## src/rtl/kpn_sink_queue_pkg.sv

```systemverilog
// Shared defaults and helpers for the KPN sink queue slice.
package kpn_queue_pkg;

   localparam int unsigned BITS_NUMBER_DEFAULT   = 16;
   localparam int unsigned FIFO_ELEMENTS_DEFAULT = 5;

   typedef logic [BITS_NUMBER_DEFAULT-1:0] token_t;

   function automatic int unsigned depth(input int unsigned fifo_elements);
      return 32'd1 << fifo_elements;
   endfunction

endpackage

```

## src/rtl/kpn_sink_queue_if.sv

```systemverilog
// Channel bundle between the upstream writer / downstream reader and the sink queue.
interface kpn_sink_queue_if
   import kpn_queue_pkg::*;
#(
   parameter int unsigned BITS_NUMBER   = BITS_NUMBER_DEFAULT,
   parameter int unsigned FIFO_ELEMENTS = FIFO_ELEMENTS_DEFAULT
);
   logic                   wr;
   logic [BITS_NUMBER-1:0] input_1;
   logic                   rd;
   logic [BITS_NUMBER-1:0] output_1;
   logic                   valid;
   logic                   empty;
   logic                   full;
   logic [FIFO_ELEMENTS:0] count;
   logic                   overflow;
   logic                   underflow;

   modport master (
      output wr, input_1, rd,
      input  output_1, valid, empty, full, count, overflow, underflow
   );

   modport slave (
      input  wr, input_1, rd,
      output output_1, valid, empty, full, count, overflow, underflow
   );
endinterface

```

## src/rtl/kpn_sink_queue_mem.sv

```systemverilog
// Token storage: synchronous write port, asynchronous read port, no reset.
module kpn_queue_mem
   import kpn_queue_pkg::*;
#(
   parameter int unsigned BITS_NUMBER   = BITS_NUMBER_DEFAULT,
   parameter int unsigned FIFO_ELEMENTS = FIFO_ELEMENTS_DEFAULT
) (
   input  logic                     clk,
   input  logic                     we,
   input  logic [FIFO_ELEMENTS-1:0] waddr,
   input  logic [BITS_NUMBER-1:0]   wdata,
   input  logic [FIFO_ELEMENTS-1:0] raddr,
   output logic [BITS_NUMBER-1:0]   rdata
);
   logic [BITS_NUMBER-1:0] mem [0:depth(FIFO_ELEMENTS)-1];

   always_ff @(posedge clk) begin
      if (we) mem[waddr] <= wdata;
   end

   assign rdata = mem[raddr];
endmodule

```

## src/rtl/kpn_sink_queue.sv

```systemverilog
// KPN channel sink: buffers upstream tokens and serves them to the downstream process on rd.
module kpn_sink_queue
   import kpn_queue_pkg::*;
#(
   parameter int unsigned BITS_NUMBER   = BITS_NUMBER_DEFAULT,
   parameter int unsigned FIFO_ELEMENTS = FIFO_ELEMENTS_DEFAULT
) (
   input logic             clk,
   input logic             rst_n,
   kpn_sink_queue_if.slave q
);
   localparam logic [FIFO_ELEMENTS-1:0] PTR_ONE   = FIFO_ELEMENTS'(1);
   localparam logic [FIFO_ELEMENTS:0]   CNT_ONE   = (FIFO_ELEMENTS+1)'(1);
   localparam logic [FIFO_ELEMENTS:0]   DEPTH_CNT = (FIFO_ELEMENTS+1)'(depth(FIFO_ELEMENTS));

   logic [FIFO_ELEMENTS-1:0] w_ptr, r_ptr;
   logic [FIFO_ELEMENTS:0]   cnt, cnt_next;
   logic [BITS_NUMBER-1:0]   rd_data, out_q;
   logic                     valid_q, empty_q, full_q, ovf_q, unf_q;
   logic                     do_wr, do_rd;

   // A write into a full queue still lands when the same-edge read frees a slot.
   always_comb begin
      do_rd    = q.rd && !empty_q;
      do_wr    = q.wr && (!full_q || q.rd);
      cnt_next = cnt;
      if (do_wr && !do_rd)      cnt_next = cnt + CNT_ONE;
      else if (do_rd && !do_wr) cnt_next = cnt - CNT_ONE;
   end

   kpn_queue_mem #(
      .BITS_NUMBER   (BITS_NUMBER),
      .FIFO_ELEMENTS (FIFO_ELEMENTS)
   ) u_mem (
      .clk   (clk),
      .we    (do_wr),
      .waddr (w_ptr),
      .wdata (q.input_1),
      .raddr (r_ptr),
      .rdata (rd_data)
   );

   always_ff @(posedge clk or negedge rst_n) begin
      if (!rst_n) begin
         w_ptr   <= '0;
         r_ptr   <= '0;
         cnt     <= '0;
         out_q   <= '0;
         valid_q <= 1'b0;
         empty_q <= 1'b1;
         full_q  <= 1'b0;
         ovf_q   <= 1'b0;
         unf_q   <= 1'b0;
      end else begin
         if (do_wr) w_ptr <= w_ptr + PTR_ONE;
         if (do_rd) begin
            r_ptr <= r_ptr + PTR_ONE;
            out_q <= rd_data;
         end
         valid_q <= do_rd;
         cnt     <= cnt_next;
         empty_q <= (cnt_next == '0);
         full_q  <= (cnt_next == DEPTH_CNT);
         if (q.wr && !do_wr) ovf_q <= 1'b1;
         if (q.rd && !do_rd) unf_q <= 1'b1;
      end
   end

   assign q.output_1  = out_q;
   assign q.valid     = valid_q;
   assign q.empty     = empty_q;
   assign q.full      = full_q;
   assign q.count     = cnt;
   assign q.overflow  = ovf_q;
   assign q.underflow = unf_q;
endmodule

```

## src/flat_wrapper.sv

```systemverilog
// flat-port wrapper written by rule: the top's interface ports become plain ports
module kpn_sink_queue_flat import kpn_queue_pkg::*;
#(
   parameter int unsigned BITS_NUMBER   = BITS_NUMBER_DEFAULT,
   parameter int unsigned FIFO_ELEMENTS = FIFO_ELEMENTS_DEFAULT
)
  (clk, rst_n, q_wr, q_input_1, q_rd, q_output_1, q_valid, q_empty, q_full, q_count, q_overflow, q_underflow);
  kpn_sink_queue_if #(.BITS_NUMBER(BITS_NUMBER), .FIFO_ELEMENTS(FIFO_ELEMENTS)) q_i ();
  input logic clk;
  input logic rst_n;
  input wire logic [$bits(q_i.wr)-1:0] q_wr;
  input wire logic [$bits(q_i.input_1)-1:0] q_input_1;
  input wire logic [$bits(q_i.rd)-1:0] q_rd;
  output wire logic [$bits(q_i.output_1)-1:0] q_output_1;
  output wire logic [$bits(q_i.valid)-1:0] q_valid;
  output wire logic [$bits(q_i.empty)-1:0] q_empty;
  output wire logic [$bits(q_i.full)-1:0] q_full;
  output wire logic [$bits(q_i.count)-1:0] q_count;
  output wire logic [$bits(q_i.overflow)-1:0] q_overflow;
  output wire logic [$bits(q_i.underflow)-1:0] q_underflow;
  assign q_i.wr = q_wr;
  assign q_i.input_1 = q_input_1;
  assign q_i.rd = q_rd;
  assign q_output_1 = q_i.output_1;
  assign q_valid = q_i.valid;
  assign q_empty = q_i.empty;
  assign q_full = q_i.full;
  assign q_count = q_i.count;
  assign q_overflow = q_i.overflow;
  assign q_underflow = q_i.underflow;
  kpn_sink_queue #(.BITS_NUMBER(BITS_NUMBER), .FIFO_ELEMENTS(FIFO_ELEMENTS)) u_core (.clk(clk), .rst_n(rst_n), .q(q_i));
endmodule
```

## config.mk

```make
export PLATFORM = sky130hd
export DESIGN_NAME = kpn_sink_queue_flat
export DESIGN_NICKNAME = d
export VERILOG_FILES = /design/src/rtl/kpn_sink_queue_pkg.sv /design/src/rtl/kpn_sink_queue_if.sv /design/src/rtl/kpn_sink_queue_mem.sv /design/src/rtl/kpn_sink_queue.sv /design/src/flat_wrapper.sv
export SDC_FILE = /design/constraint.sdc
export NUM_CORES = 1
export LEC_CHECK = 0
export ABC_CLOCK_PERIOD_IN_PS = 3200
export CORE_UTILIZATION = 62
export DETAILED_ROUTE_END_ITERATION = 10
export PLACE_DENSITY = 0.8
export SYNTH_ARGS = -nofsm -noshare
export SYNTH_HDL_FRONTEND = slang
export SYNTH_HIERARCHICAL = 1
export SYNTH_SLANG_ARGS = --single-unit
```

## constraint.sdc

```tcl
create_clock -name clk -period 3.2 [get_ports clk]
set_input_delay 0.8 -clock clk [delete_from_list [all_inputs] [get_ports clk]]
set_output_delay 0.8 -clock clk [all_outputs]
set_load 0.05 [all_outputs]
```

==> results.ini <==
[final_layout]
finish.cell_count_without_fillers = 1898
most-common-layout-cells = 512 x edfxtp_1, 259 x mux2i_1, 88 x nand2_1
post-route-util_pct = 71.7
drive_above_1_share_pct = 12.5
diodes = 0
final.fill_count = 2035
layout.nets = 1425
most_common_library_cell_in_the_layout_ignoring_fill_and_taps = edfxtp_1
multi_input_comb_area_sq_um = 5010
syn_to_final_growth_pct = 13.5
sequential_cell_area_sq_um = 16300

[grt]
number_of_global_route_vias_before_repair = 11967
globalRouteMet3Util_pct = 5.20
grt.met1_usage_pct = 39.5
grt.total_usage_pct = 29.1
largest_net_degree_at_the_start_of_global_routing = 89
grt_pass1_wl_mm = 75.1
grt_busiest_layer = met2
antenna_found_initial = 0
grt_overflow_total = 0
grt.met2_usage_pct = 47.4

[timing]
slew_viol_final = 0
worst_slack_ns = 0.403
timing.final.crit_share_pct = 87.4
unrepaired_setup_endpoints_after_global_routing = false
period_minus_slack_ns = 2.80
worstMarginPinSlew_ns = 0.901
total_count_of_hold_check_failures_in_the_final_report = 0
fin_worst_skew_ns = 0.0226
report.final.setup_viol = 0
maxSlewHeadroom_pct = 39.9
timing.fmax_ghz = 0.358

[logic_synthesis]
synthesis.instances = 1287
synth_seq_cells = 549
share_of_async_settable_or_async_resettable_flops_after_synthesis_pct = 6.74
synth_top_family_by_area = multiplexers
synth_edf_count = 512
yosys.area_share.adder_pct = 0.229
synthXorXnorAreaFrac_pct = 0.480
synth_fp_nets = 1311
compound_cell_area_share_of_the_yosys_netlist_pct = 5.01
ys_flop_type = edfxtp_1
multiplexer_area_fraction_after_synthesis_pct = 11.9
synth-seq-area-share_pct = 74.5
synthesis.area_per_instance_sq_um = 17.0
yosys_warnings = 6
netlist_cell_types = 47
synth_simple_gate_area_share_pct = 5.16
synth.cell_area_sq_um = 21900

[critical_path]
cp-end-kind = output pin
worst-path-buf-inv = 1
data_required_time_of_the_worst_path_ns = 2.40
critical_path_depth = 1
worst-r2r-setup-slack_ns = 0.64
timing.reg2reg.worst_path_depth = 8
crit_fanout = 6
crit_path_top_delay_cell = clkdlybuf4s50_1
critical_path.max_stage_delay_ns = 0.82
timing.critical_path.max_delay_family = buffers and inverters
timing.critical_path.from_type = flop
cp_data_arrival_time_ns = 2.00
critical_path_cell_by_cell = clkdlybuf4s50_1
timing_worst_setup_path_type = reg2out

[cts]
cts_inserted_buffers = 53
cts_post_setup_buffers_inserted = 0
cts_hold_buf = 0
path_clk_slew_ns = 0.06
cts_max_path_buffers = 3
ctsRootBufferMaster = clkbuf_16
cts_tree = yes
clock_sink_count = 549
clock_latency_ns = 0.58
clock_tree.htree_level_count = 2
cts_resized = 0

[placement]
placedCellCount = 1801
post-dp-hpwl_mm = 30.9
place_ws_ns = -0.0158
numPortBuffers = 46
gp_routability_congestion = 0.913

[detailed_routing]
avgViaCountPerCell = 6.39
wl_per_cell_um = 27.1
drc = 0
detailedRoute.firstPassIterationCount = 6
via_count = 12123
detail_route.iter0.violations = 1521
detail_route.wirelength_mm = 51.4
ant_nets = 0

[floorplan]
floorplan.die_area_sq_um = 36100
floorplan.die.height_um = 190
die_width_um = 190
rows = 68
initial_core_util_pct = 63.2
core_region_area_sq_um = 34600
design.portCount = 47

[pwr]
vdd_drop_max_mv = 0.792
power_per_cell_area_nw_per_um2 = 901
power_leakage_nw = 8.95

[worst_hold_path]
hold_path.class = in2async

[job]
cap_viol_max_count = 0

[outcome]
status = complete, no violations

## synthesized netlist by cell type (2+ instances only)
library cell  instances  area [sq um]
or3_1                 2          12.5
nor3_1               18          90.1
nand2b_1              4          25.0
buf_4                20           150
o21ai_0               2          10.0
nand4_1              23           144
nor2b_1               4          25.0
and2_1                2          12.5
mux2_2                2          22.5
clkbuf_1             17          63.8
xnor2_1              10          87.6
a31oi_1              16           100
inv_1                 3          11.3
buf_8                 6          90.1
or3b_2                3          26.3
a22oi_1              64           480
a22o_1               32           280
nand3_1              34           170
dfrtp_1              36           901
buf_12                5           100
buf_2                19          95.1
nand3b_1              6          45.0
a21oi_1              33           165
buf_6                 7          78.8
xor2_1                2          17.5
ha_1                  4          50.1
nor2_1               34           128
edfxtp_1            512         15400
mux2i_1             259          2590
a21o_1                2          15.0
nand2_1              88           330
nor2_4                2          22.5
nor4_1                2          12.5
## flip-flops by register name, summed over array words and instances (netlist names)
register	flops
u_core/q.overflow	1
u_core/u_mem/mem	512
u_core/q.valid	1
u_core/q.empty	1
u_core/r_ptr	5
u_core/q.full	1
u_core/w_ptr	5
u_core/q.underflow	1
u_core/q.count	6
u_core/q.output_1	16
## through the flow
| stage | power (mW) | instance area (sq um) | hold WS, ns | TNS (ns) |
|---|---|---|---|---|
| 3_3_place_gp | 16.0 | 23100 | 0.446 | 0 |
| 3_5_place_dp | 16.1 | 23100 | 0.449 | -0.294 |
| 2_1_floorplan | 14.1 | 21900 | 0.447 | -9.86 |
| 6_report | 22.4 | 24800 | 0.351 | 0 |
| 5_1_grt | 23.0 | 24800 | 0.397 | 0 |
| 4_1_cts | 22.3 | 24800 | 0.360 | 0 |
## worst reg2reg max path, stage by stage, from the launching register on
cell     delay, ns
dfrtp_1       0.56
nor2b_4       0.55
buf_12        0.28
a22o_1        0.21
nor3_1        0.08
a31oi_1       0.38
nand3_1       0.19
nand2_1       0.11
nand2_1       0.06
## kinds of logic after synthesis
logic type,Yosys count
AOI/OAI and AO/OA,154
muxes,261
DFF,549
buffers and inverters,78
adders and majority gates,4
xor gates and xnor gates,12
and+or+nand+nor,229
## report_power, final
part	total, mW	switching, mW	internal (mW)	leakage [nW]
Clock	6.17	2.55	3.62	0.840
Combinational	7.23	4.66	2.58	3.05
Sequential	8.98	0.455	8.52	5.06
Total	22.4	7.67	14.7	8.95
## per-layer routing
layer	part of all wire (%)	vias up	wire (um)
li1	-	5268	-
met1	38	6033	19600
met2	49	702	25200
met3	9.4	120	4850
met4	3.5	0	1780
met5	0	-	0
## area by class of cell
class,instances,share of cell area [%]
flip-flops and latches,549,65.6
clock inverters,32,1.26
multi-input cells,660,20.2
well taps,455,2.29
inverters,4,0.0605
clock buffers,65,5.69
repair buffers,133,4.87
## final timing paths
check / start / end
min in group clk: u_core/q.underflow$_DFFE_PN0P_ / u_core/q.underflow$_DFFE_PN0P_
max: u_core/q.empty$_DFF_PN1_ / q_empty
max in group asynchronous: rst_n / u_core/r_ptr[0]$_DFFE_PN0P_
min reg2reg: u_core/q.underflow$_DFFE_PN0P_ / u_core/q.underflow$_DFFE_PN0P_
min: rst_n / u_core/q.underflow$_DFFE_PN0P_
max reg2reg: u_core/r_ptr[2]$_DFFE_PN0P_ / u_core/q.output_1[7]$_DFFE_PN0P_
(Power assumes the default switching activity.)
